`config.mk`:
```
export PLATFORM = sky130hd
export DESIGN_NAME = tree_walker
export DESIGN_NICKNAME = d
export VERILOG_FILES = /design/src/rtl/tree_walker_pkg.sv /design/src/rtl/tree_mac.sv /design/src/rtl/tree_walker.sv
export SDC_FILE = /design/constraint.sdc
export NUM_CORES = 1
export LEC_CHECK = 0
export ABC_AREA = 1
export CAP_MARGIN = 20
export CORE_ASPECT_RATIO = 1.5
export CORE_UTILIZATION = 51
export DETAILED_ROUTE_END_ITERATION = 8
export PLACE_DENSITY = 0.79
export SYNTH_ARGS = -nofsm -noshare
export SYNTH_HDL_FRONTEND = slang
export SYNTH_HIERARCHICAL = 1
export SYNTH_SLANG_ARGS = --single-unit
```
`constraint.sdc`:
```
create_clock -name clk -period 5.4 [get_ports clk]
set_input_delay 0.81 -clock clk [delete_from_list [all_inputs] [get_ports clk]]
set_output_delay 0.81 -clock clk [all_outputs]
set_load 0.02 [all_outputs]
```
`src/rtl/tree_walker_pkg.sv`:
```
// Shared types and layout helpers for the oblique decision-tree walker.
// Latency: n/a (types and constant functions only).
// Backpressure: n/a.
package tree_walker_pkg;

    typedef enum logic [2:0] {
        S_IDLE,
        S_FETCH,
        S_WAIT,
        S_MAC,
        S_DECIDE,
        S_DONE
    } state_t;

    // Accumulator wide enough for N_ATTR products of (unsigned attr) x (signed coef).
    function automatic int acc_width(input int attr_w, input int coef_w, input int n_attr);
        return attr_w + coef_w + 1 + $clog2(n_attr);
    endfunction

    function automatic int node_width(input int n_attr, input int coef_w, input int acc_w,
                                      input int node_addr_w);
        return n_attr * coef_w + acc_w + 2 * (node_addr_w + 1);
    endfunction

    // Node word, LSB first: coefficients, threshold, right child, left child.
    function automatic int thr_off(input int n_attr, input int coef_w);
        return n_attr * coef_w;
    endfunction

    function automatic int right_off(input int n_attr, input int coef_w, input int acc_w);
        return thr_off(n_attr, coef_w) + acc_w;
    endfunction

    function automatic int left_off(input int n_attr, input int coef_w, input int acc_w,
                                    input int node_addr_w);
        return right_off(n_attr, coef_w, acc_w) + node_addr_w + 1;
    endfunction

    // Child field: the bit above the address marks a leaf.
    function automatic int leaf_bit(input int node_addr_w);
        return node_addr_w;
    endfunction

endpackage

```
`src/rtl/tree_mac.sv`:
```
// Signed sequential multiply-accumulate: acc += zero-extended attr * signed coef.
// Latency: one cycle per term; clr zeroes acc on the next edge (clr wins over en).
// Backpressure: none, driven purely by clr/en from the walker FSM.
// Ports: clk, rst (async active-low), clr, en, attr (unsigned), coef (signed), acc (signed).
module tree_mac #(
    parameter int ATTR_W = 8,
    parameter int COEF_W = 8,
    parameter int ACC_W  = 19
) (
    input  logic                    clk,
    input  logic                    rst,
    input  logic                    clr,
    input  logic                    en,
    input  logic [ATTR_W-1:0]       attr,
    input  logic [COEF_W-1:0]       coef,
    output logic signed [ACC_W-1:0] acc
);

    logic signed [ACC_W-1:0] attr_ext;
    logic signed [ACC_W-1:0] coef_ext;
    logic signed [ACC_W-1:0] prod;

    // Both operands extended to full accumulator width; the product always fits.
    assign attr_ext = {{(ACC_W-ATTR_W){1'b0}}, attr};
    assign coef_ext = {{(ACC_W-COEF_W){coef[COEF_W-1]}}, coef};
    assign prod     = attr_ext * coef_ext;

    always_ff @(posedge clk or negedge rst) begin
        if (!rst) begin
            acc <= '0;
        end else if (clr) begin
            acc <= '0;
        end else if (en) begin
            acc <= acc + prod;
        end
    end

endmodule

```
`src/rtl/tree_walker.sv`:
```
// Oblique decision-tree inference: walks an external node memory and returns the leaf class.
// Latency: d*(N_ATTR+3) cycles from accept to out_valid for leaf depth d.
// Backpressure: in_ready only in IDLE; result held in DONE until out_ready.
// Ports: clk, rst (async active-low); in_valid/in_ready/in_attr sample input;
//        node_re/node_addr/node_rdata synchronous node memory (data one cycle after node_re);
//        out_valid/out_ready/out_class/out_depth/out_err result.
// Option: define TREE_WALKER_DEPTH_GUARD_EN to trap walks exceeding MAX_DEPTH nodes.
module tree_walker
    import tree_walker_pkg::*;
#(
    parameter int N_ATTR      = 4,
    parameter int ATTR_W      = 8,
    parameter int COEF_W      = 8,
    parameter int NODE_ADDR_W = 8,
    parameter int CLASS_W     = 8,
    parameter int ROOT_ADDR   = 0,
    parameter int MAX_DEPTH   = 16,
    localparam int ACC_W      = acc_width(ATTR_W, COEF_W, N_ATTR),
    localparam int NODE_W     = node_width(N_ATTR, COEF_W, ACC_W, NODE_ADDR_W)
) (
    input  logic                     clk,
    input  logic                     rst,
    input  logic                     in_valid,
    output logic                     in_ready,
    input  logic [N_ATTR*ATTR_W-1:0] in_attr,
    output logic                     node_re,
    output logic [NODE_ADDR_W-1:0]   node_addr,
    input  logic [NODE_W-1:0]        node_rdata,
    output logic                     out_valid,
    input  logic                     out_ready,
    output logic [CLASS_W-1:0]       out_class,
    output logic [NODE_ADDR_W-1:0]   out_depth,
    output logic                     out_err
);

    localparam int IDX_W   = $clog2(N_ATTR);
    localparam int THR_OFF = thr_off(N_ATTR, COEF_W);
    localparam int R_OFF   = right_off(N_ATTR, COEF_W, ACC_W);
    localparam int L_OFF   = left_off(N_ATTR, COEF_W, ACC_W, NODE_ADDR_W);
    localparam int LEAF    = leaf_bit(NODE_ADDR_W);

    state_t                   state, next;
    logic [N_ATTR*ATTR_W-1:0] attr_q;
    logic [NODE_W-1:0]        node_q;
    logic [NODE_ADDR_W-1:0]   addr;
    logic [NODE_ADDR_W-1:0]   depth;
    logic [IDX_W-1:0]         idx;
    logic [CLASS_W-1:0]       cls;
    logic                     err;
    logic                     mac_clr, mac_en, last_term;
    logic signed [ACC_W-1:0]  acc, thr;
    logic [NODE_ADDR_W:0]     child;
    logic                     go_left, child_leaf, trip;

    tree_mac #(.ATTR_W(ATTR_W), .COEF_W(COEF_W), .ACC_W(ACC_W)) u_mac (
        .clk  (clk),
        .rst  (rst),
        .clr  (mac_clr),
        .en   (mac_en),
        .attr (attr_q[idx*ATTR_W +: ATTR_W]),
        .coef (node_q[idx*COEF_W +: COEF_W]),
        .acc  (acc)
    );

    assign last_term  = (idx == IDX_W'(N_ATTR - 1));
    assign thr        = node_q[THR_OFF +: ACC_W];
    assign go_left    = (acc <= thr);
    assign child      = go_left ? node_q[L_OFF +: NODE_ADDR_W+1] : node_q[R_OFF +: NODE_ADDR_W+1];
    assign child_leaf = child[LEAF];

`ifdef TREE_WALKER_DEPTH_GUARD_EN
    // depth already counts the current node, so this fires on the node after MAX_DEPTH.
    assign trip = !child_leaf && (depth == NODE_ADDR_W'(MAX_DEPTH));
`else
    logic unused_max_depth;
    assign unused_max_depth = (MAX_DEPTH != 0);
    assign trip = 1'b0;
`endif

    always_ff @(posedge clk or negedge rst) begin
        if (!rst) state <= S_IDLE;
        else      state <= next;
    end

    always_comb begin
        next      = state;
        in_ready  = 1'b0;
        node_re   = 1'b0;
        out_valid = 1'b0;
        mac_clr   = 1'b0;
        mac_en    = 1'b0;
        case (state)
            S_IDLE: begin
                // Held low while reset is asserted even though the state is already IDLE.
                in_ready = rst;
                if (in_valid) next = S_FETCH;
            end
            S_FETCH: begin
                node_re = 1'b1;
                next    = S_WAIT;
            end
            S_WAIT: begin
                mac_clr = 1'b1;
                next    = S_MAC;
            end
            S_MAC: begin
                mac_en = 1'b1;
                if (last_term) next = S_DECIDE;
            end
            S_DECIDE: begin
                next = (child_leaf || trip) ? S_DONE : S_FETCH;
            end
            S_DONE: begin
                out_valid = 1'b1;
                if (out_ready) next = S_IDLE;
            end
            default: next = S_IDLE;
        endcase
    end

    always_ff @(posedge clk or negedge rst) begin
        if (!rst) begin
            attr_q <= '0;
            node_q <= '0;
            addr   <= NODE_ADDR_W'(ROOT_ADDR);
            depth  <= '0;
            idx    <= '0;
            cls    <= '0;
            err    <= 1'b0;
        end else begin
            case (state)
                S_IDLE: begin
                    if (in_valid) begin
                        attr_q <= in_attr;
                        addr   <= NODE_ADDR_W'(ROOT_ADDR);
                        depth  <= '0;
                        err    <= 1'b0;
                    end
                end
                S_WAIT: begin
                    node_q <= node_rdata;
                    depth  <= depth + 1'b1;
                    idx    <= '0;
                end
                S_MAC: begin
                    if (!last_term) idx <= idx + 1'b1;
                end
                S_DECIDE: begin
                    if (trip) begin
                        cls <= '0;
                        err <= 1'b1;
                    end else if (child_leaf) begin
                        cls <= child[CLASS_W-1:0];
                    end else begin
                        addr <= child[NODE_ADDR_W-1:0];
                    end
                end
                default: ;
            endcase
        end
    end

    assign node_addr = addr;
    assign out_class = cls;
    assign out_depth = depth;
    assign out_err   = err;

endmodule

```
Word level (Yosys, flattened, before mapping)
Index checks and enable logic that the tools add are counted.
{"block": "word_totals", "register_bits": 149, "inputBits": 105, "out_inout_bits": 28, "word_cells": 56}
{"block": "classes", "addsub": 3, "n_mul": 1, "n_lt_le_gt_ge": 1, "eq_ne": 11, "shifts": 2, "mux": 19, "n_reduce_logical": 11}
{"op": "indexed part select 69 x 6 -> 8 bit", "count": 1}
{"op": "two-way mux 19 bit", "count": 2}
{"op": "case mux 8 bit (2 select lines)", "count": 2}
{"op": "indexed part select 32 x 6 -> 8 bit", "count": 1}
{"op": "adder 19 bit", "count": 1}
{"op": "<= comparator 19 bit", "count": 1}
{"op": "case mux 3 bit (6 select lines)", "count": 1}
{"op": "multiplier 9 x 8 -> 17 bit", "count": 1}
{"op": "two-way mux 8 bit", "count": 2}
{"op": "two-way mux 3 bit", "count": 4}
{"op": "!= test 2 bit, second input constant", "count": 5}
{"op": "two-way mux 9 bit", "count": 1}
{"op": "adder 8 x 1 -> 8 bit, second input constant", "count": 1}
{"op": "AND reduction 2 bit", "count": 4}
{"op": "nonzero test 2 bit", "count": 4}
{"op": "equality test 3 x 2 -> 1 bit, second input constant", "count": 2}
{"op": "equality test 3 bit, second input constant", "count": 2}
{"op": "AND reduction 3 bit", "count": 2}
{"op": "two-way mux 1 bit", "count": 5}
{"op": "case mux 2 bit (2 select lines)", "count": 1}
{"op": "equality test 3 x 1 -> 1 bit, second input constant", "count": 1}
{"op": "logical NOT 3 bit", "count": 1}
{"op": "adder 2 x 1 -> 2 bit, second input constant", "count": 1}
{"op": "equality test 2 bit, second input constant", "count": 1}
{"op": "two-way mux 2 bit", "count": 1}

Logic depth before layout (Yosys ltp)
Gate-level depths: netlist of the first run.
{"block": "logic_depth", "depth_word": 5, "depth_mapped": 26, "ltp_nobuf": 23}

Cells and area by module
Netlist of the first run, hierarchy kept.
{"mod": "tree_walker", "n_inst": 1, "cells_each": 786, "area_each_um2": 6251.0}
{"mod": "tree_mac", "n_inst": 1, "cells_each": 501, "area_each_um2": 3827.4}

Worst setup path before layout of the first run
No wires, ideal clock.
{"block": "synth_path", "kind": "register -> register", "from": "reg idx[0]", "to": "reg u_mac.acc[12]", "setup_time_ps": 121, "t_arrival_ps": 5458, "required_time_ps": 5279, "slack_ps": -179, "stages_incl_launch_ff": 21, "n_path_buf": 2, "synth_period_minus_slack_ps": 5579, "cell_sequence": "dfrtp_1 clkbuf_1 inv_1 clkbuf_1 nor2_1 o22ai_1 inv_1 or2_2 fa_1 fa_1 inv_1 fa_1 fa_1 fa_1 ha_1 or2_1 and2_4 a21oi_4 nand2_1 nand2_1 o21ai_1"}
{"block": "synth_via", "elab_chain_cells": 5, "word_cells_on_any_way": 6, "cone_classes": "add/sub: 1; mul: 1; shift: 2; mux: 2"}
{"element": "from (decl)", "line": "tree_walker.sv:47", "rtl": "logic [IDX_W-1:0] idx;"}
{"element": "from (signal assigned)", "line": "tree_walker.sv:146", "rtl": "if (!last_term) idx <= idx + 1'b1;"}
{"element": "indexed part select 32 x 6 -> 8 bit or indexed part select 69 x 6 -> 8 bit (tied branches)", "line": "tree_walker.sv:60, tree_walker.sv:61"}
{"element": "multiplier 9 x 8 -> 17 bit *", "line": "tree_mac.sv:26", "rtl": "assign prod = attr_ext * coef_ext;"}
{"element": "adder 19 bit *", "line": "tree_mac.sv:34", "rtl": "acc <= acc + prod;"}
{"element": "two-way mux 19 bit *", "line": "tree_mac.sv:33", "rtl": "end else if (en) begin"}
{"element": "two-way mux 19 bit *", "line": "tree_mac.sv:31", "rtl": "end else if (clr) begin"}
{"element": "to (signal assigned)", "line": "tree_mac.sv:34"}
{"element": "to (decl)", "line": "tree_mac.sv:16", "rtl": "output logic signed [ACC_W-1:0] acc"}
Every way passes the cells marked *; elsewhere a longest branch is shown, timed or not. The select of a mux whose other input is x is not followed.
A chain may end at the register's enable or synchronous reset.

Final worst setup path of the first run
{"block": "layout_path", "from": "reg idx[0]", "to": "reg u_mac.acc[14]"}
Same word-level chain as after synthesis.

==> results of run 1 <==
per-layer routing:
layer | vias to the layer above | GRT usage
met4 | 0 | 0.130
met3 | 62 | 0.0321
met2 | 236 | 0.463
met5 | - | 0
met1 | 4061 | 0.297
li1 | 4208 | -
worst max-delay path, delay by kind of cell, from the launching register on:
family | cells | cell delay, ns
AND/OR/NAND/NOR | 9 | 0.72
buffers and inverters | 6 | 0.73
AO/OA/AOI/OAI | 2 | 0.47
adder cells (fa/ha/maj) | 7 | 2.69
flip-flops | 1 | 0.44
repair_timing:
| action | CTS | global route |
|---|---|---|
| endpoints found under the setup margin | 1 | 10 |
| gates resized for setup | 1 | 9 |
| buffers inserted | 0 | 1 |
| cloned | 0 | 1 |
| pin swaps | 0 | 0 |
| hold endpoints to repair | 0 | 0 |
cell usage after synthesis, types with 2 or more instances:
cell type,n,share of area
a22o_1,2,0.0017
a21oi_4,2,0.0032
o22ai_1,19,0.012
nand3_4,2,0.0035
or2_2,4,0.0025
or2_1,2,0.0012
fa_1,51,0.10
xnor2_1,5,0.0043
nor2_2,5,0.0031
clkinv_1,2,0.00075
ha_1,77,0.096
nand2_1,452,0.17
inv_2,3,0.0011
clkbuf_1,44,0.016
dfrtp_1,149,0.37
nand2_2,14,0.0087
o21ai_2,8,0.0070
o21ai_0,84,0.042
a21oi_1,10,0.0050
nand3_2,3,0.0030
and2_4,2,0.0017
nor3_2,2,0.0020
nor3_1,4,0.0020
nand4_1,11,0.0068
o21ai_1,4,0.0020
nand3b_1,3,0.0022
a21o_1,2,0.0015
nand3_1,26,0.013
nor2_1,80,0.030
inv_1,198,0.074
buf_6,2,0.0022
buf_1,2,0.00075
stage by stage:
stage | cells | util | setup WS (ns)
2_1_floorplan | 1287 | - | 0.0488
3_3_place_gp | 1650 | 0.609 | 0.247
3_5_place_dp | 1650 | 0.609 | 0.0149
4_1_cts | 1682 | 0.641 | 0.0937
5_1_grt | 1685 | 0.645 | 0.000698
6_report | 1685 | 0.645 | 0.226
layout make-up:
type / count / area (µm²)
Clock inverter: 10 / 143
Antenna cell: 1 / 2.50
Tap cell: 256 / 320
Inverter: 203 / 762
Timing Repair Buffer: 160 / 1580
Sequential cell: 149 / 3730
Clock buffer: 22 / 474
Multi-Input combinational cell: 884 / 5400
Fill cell: 1624 / 6830
path summary, 6_finish.rpt:
kind / slack [ns] / startpoint / depth (start not counted) / to
worst max register to register: 0.23 / idx[0]$_DFFE_PN0P_ / 24 / u_mac/acc[14]$_DFFE_PN0P_
worst min register to register: 0.48 / node_addr[6]$_DFFE_PN0P_ / 2 / node_addr[6]$_DFFE_PN0P_
max in group asynchronous: 3.60 / rst / 2 / idx[0]$_DFFE_PN0P_
worst max-delay path: 0.23 / idx[0]$_DFFE_PN0P_ / 24 / u_mac/acc[14]$_DFFE_PN0P_
min in group clk: 0.48 / node_addr[6]$_DFFE_PN0P_ / 2 / node_addr[6]$_DFFE_PN0P_
worst min-delay path: 0.46 / rst / 1 / out_class[1]$_DFFE_PN0P_
flip-flops by register name, summed over array words and instances (netlist names):
register   flops
attr_q        32
out_depth      8
node_addr      8
node_q        69
out_class      8
u_mac/acc     19
state          3
idx            2
kinds of logic (layout without fill, tap and decap cells):
group                    count (synthesis)  count (layout)  synth area share
AND/OR/NAND/NOR                        615             615             0.253
AO/OA/AOI/OAI                          134             134            0.0762
multiplexers                             1               1           0.00112
other                                    1               2          0.000372
buffers and inverters                  254             395            0.0983
flip-flops                             149             149             0.370
adder cells (fa/ha/maj)                128             128             0.197
XOR/XNOR                                 5               5           0.00434
==> results.toml, run 1 <==
[worst_setup_path]
crit_path_end_kind = "flip-flop"
cp_common_cell = "nand2_1"
arrival_ns = 5.48
cp_max_fo = 9
cp-start-kind = "flip-flop"
path_cells = "inv_2 > buf_4 > o21ai_0 > o22ai_1 > buf_4 > nand2_1 > fa_1 > inv_1 > fa_1 > ha_1 > inv_1 > fa_1 > inv_1 > ha_1 > ha_1 > fa_1 > nand2_1 > nand2_1 > nand3_1 > nand2_2 > nand2_1 > nand3b_1 > nand3_1 > nand2_1"
required_ns = 5.71
crit_path_max_incr_delay_ns = 0.54
slowest_stage = "fa_1"
path_class = "flip-flop to flip-flop"

[placement]
placed_area_um2 = 11700
dp.final_hpwl_mm = 18.7
gp_congestion = 0.909
port-buffer-count = 131

[global_routing]
grt_max_degree = 112
antenna_found_initial = 1
grt_pass1_vias = 8560
grt.total_usage = 0.259
grt_pass1_wl_mm = 40.3
grt_overflow = 0

[die]
rows = 62
start_util = 0.524
die-width_um = 117
core_area_um2 = 19200
ios = 133
die-area_um2 = 20300
die_h_um = 174

[detailed_routing]
postRouteAntennaNets = 0
first_pass_iters = 6
dr_wl_met2_mm = 13.3
wire_per_inst_um = 14.7
drc = 0
viasPerCell = 5.08
dr_wl_met3_um = 938
drt_wl_total_mm = 24.8
wl_met1_mm = 9.71
drt_iter0_markers = 569
vias = 8567
top_layer = "met4"

[yosys]
yosysWarningCount = 6
synth_cells = 1287
syn_area_per_cell_um2 = 7.83
synth_async_sr_flop_share = 1.00
netlist_area_um2 = 10100
synth_edf_count = 0
synth-seq-cells = 149
synth-seq-area-share = 0.370
ys.flop_type = "dfrtp_1"
syn-num-nets = 1520
yosys.cell_types.count = 45

[final_layout]
final_cell_mix = "452 x nand2_1, 196 x inv_1, 148 x dfrtp_1"
nets = 1648
final_area_um2 = 12400
drive_gt1_frac = 0.0833
final_common_cell = "nand2_1"
synthToLayoutAreaGrowth_pct = 23.1

[timing]
fin_hold_ws_ns = 0.460
slew_violations = 0
slew_headroom = 0.355
setup_tns_ns = 0
fin_worst_skew_ns = 0.00919
final.period_utilization = 0.958
finalCriticalPeriod_ns = 5.17
finalHoldViolCount = 0
tightest_slew_ns = 0.968
setup_viol = 0
fmax_mhz = 193
rsz0062_at_grt = "false"

[clocking]
cts-root-buf = "clkbuf_16"
clk_pin_slew_ns = 0.06
worstSkewPairLatency_ns = 0.42
cts_tree = "yes"
cts_max_level = 4
cts_hold_buf = 0
clock-sinks = 149
cts_buffers = 17
clock_path_buffers = 2

[outcome]
status = "finished, final reports clean"

[run]
maxCapViolCount = 0

[hold_path]
hold_path.class = "primary input to async pin"
Power of run 1 is not shown: default switching activity piles up to over one toggle a cycle in this logic, so the estimate is an artifact.
==> run 2, diff against run 1 <==
CAP_MARGIN = 40   (was 20)
CORE_UTILIZATION = 59   (was 51)
DONT_BUFFER_PORTS = 1   (was default)
==> results.toml, run 2 (synthesis results as in run 1) <==
[final_layout]
largest_reg_flops = 69
synthToLayoutAreaGrowth_pct = 9.41
final_common_cell = "nand2_1"
nets = 1517
regMostFlops = "node_q"
n_antenna_cell = 0
top_regs = "node_q x69, attr_q x32, u_mac/acc x19"
finalNonFillerCells = 1507
final_cell_mix = "452 x nand2_1, 195 x inv_1, 149 x dfrtp_1"
drive_gt1_frac = 0.0918

[timing]
slew_headroom = 0.476
rsz0062_at_grt = "false"
fin_worst_skew_ns = 0.0132
final.period_utilization = 0.956
setup_tns_ns = 0
fmax_mhz = 194
finalCriticalPeriod_ns = 5.16
fin_ws_ns = 0.239
setup_viol = 0
fin_hold_ws_ns = 0.0664
finalHoldViolCount = 0
slew_violations = 0
tightest_slew_ns = 0.781

[worst_setup_path]
path_class = "flip-flop to flip-flop"
crit_path_max_incr_delay_ns = 0.59
slowest_stage = "fa_1"
required_ns = 5.72
arrival_ns = 5.48
crit_start = "idx[0]$_DFFE_PN0P_"
path_cells = "buf_4 > o21ai_0 > o22ai_1 > nand2_1 > fa_1 > fa_1 > inv_1 > fa_1 > fa_1 > fa_1 > ha_1 > or2_1 > nand3_1 > nand2_2 > nand2_1 > nand3_1 > nand3_1 > nand2_1"
reg2reg_from = "idx[0]$_DFFE_PN0P_"
r2r_end = "u_mac/acc[18]$_DFFE_PN0P_"
crit_path_end_kind = "flip-flop"
reg2reg_slack_ns = 0.24
endpoint = "u_mac/acc[18]$_DFFE_PN0P_"
cp_common_cell = "fa_1"
r2r_cells = 18
cp_max_fo = 19
cp-start-kind = "flip-flop"

[run]
maxCapViolCount = 0

[clocking]
cts_max_level = 4
worstSkewPairLatency_ns = 0.43
postCtsSetupBuffers = 0
cts_tree = "yes"
cts_buffers = 17
clk_pin_slew_ns = 0.07
clock-sinks = 149
cts-root-buf = "clkbuf_16"
clock_path_buffers = 2

[global_routing]
grt_overflow = 0
use_met3 = 0.0534
grt_pass1_vias = 8343
grt_use_met2 = 0.482
top_usage_layer = "met2"
grt.total_usage = 0.278
grt_util_met1 = 0.317
grt_max_degree = 151
grt_pass1_wl_mm = 37.9
antenna_found_initial = 0

[detailed_routing]
wire_per_inst_um = 15.3
postRouteAntennaNets = 0
viasPerCell = 5.38
vias = 8101
first_pass_iters = 5
drc = 0
drt_iter0_markers = 570
drt_wl_total_mm = 23.0

[placement]
dp.final_hpwl_mm = 16.9
dp.cells = 1474
place_ws_ns = 0.251
port-buffer-count = 0
gp_congestion = 0.938

[die]
die-width_um = 109
core_area_um2 = 16800
die-area_um2 = 17600
rows = 58
die_h_um = 162
ios = 133
start_util = 0.601

[outcome]
status = "finished, final reports clean"

[hold_path]
hold_path.class = "primary input to async pin"
==> run 2: worst max-delay path, delay by kind of cell, from the launching register on <==
family,cells,cell delay (ns)
adders and majority gates,6,2.89
and+or+nand+nor,8,0.88
AOI/OAI and AO/OA,2,0.60
DFF,1,0.39
buffers and inverters,2,0.29
==> run 2: area by class of cell <==
type                    instances  area (µm²)
clock inverters                12         146
flip-flops and latches        149        3730
clock buffers                  20         467
multi-input cells             884        5400
fillers                      1356        5740
inverters                     203         762
repair buffers                 29         264
well taps                     210         263
==> run 2: per-layer routing <==
layer  wire [µm]  up-vias
li1            -     3933
met4        1050        0
met1        9090     3855
met5           0        -
met3         984       69
met2       11900      244
==> run 2: worst min-delay path by stage <==
stage                                 startpoint                      to  cells past startpoint
after floorplan           attr_q[16]$_DFFE_PN0P_  attr_q[16]$_DFFE_PN0P_                      2
after global placement    node_q[18]$_DFFE_PN0P_  node_q[18]$_DFFE_PN0P_                      2
after detailed placement  node_q[19]$_DFFE_PN0P_  node_q[19]$_DFFE_PN0P_                      2
after CTS                                    rst   attr_q[2]$_DFFE_PN0P_                      0
after global routing                         rst   attr_q[2]$_DFFE_PN0P_                      0
final                                        rst   attr_q[2]$_DFFE_PN0P_                      0
==> run 2: timing repair <==
| item | CTS | global route |
|---|---|---|
| endpoints found under the setup margin | 0 | 7 |
| hold buffers | 0 | 0 |
| resized for setup | 0 | 7 |
==> run 2: through the flow <==
| step | instance area, µm² | util |
|---|---|---|
| after global routing | 11000 | 0.658 |
| after global placement | 10300 | 0.616 |
| after detailed placement | 10400 | 0.618 |
| final | 11000 | 0.658 |
| after floorplan | 10100 | - |
| after CTS | 11000 | 0.654 |
Power of run 2 is left out for the same reason.
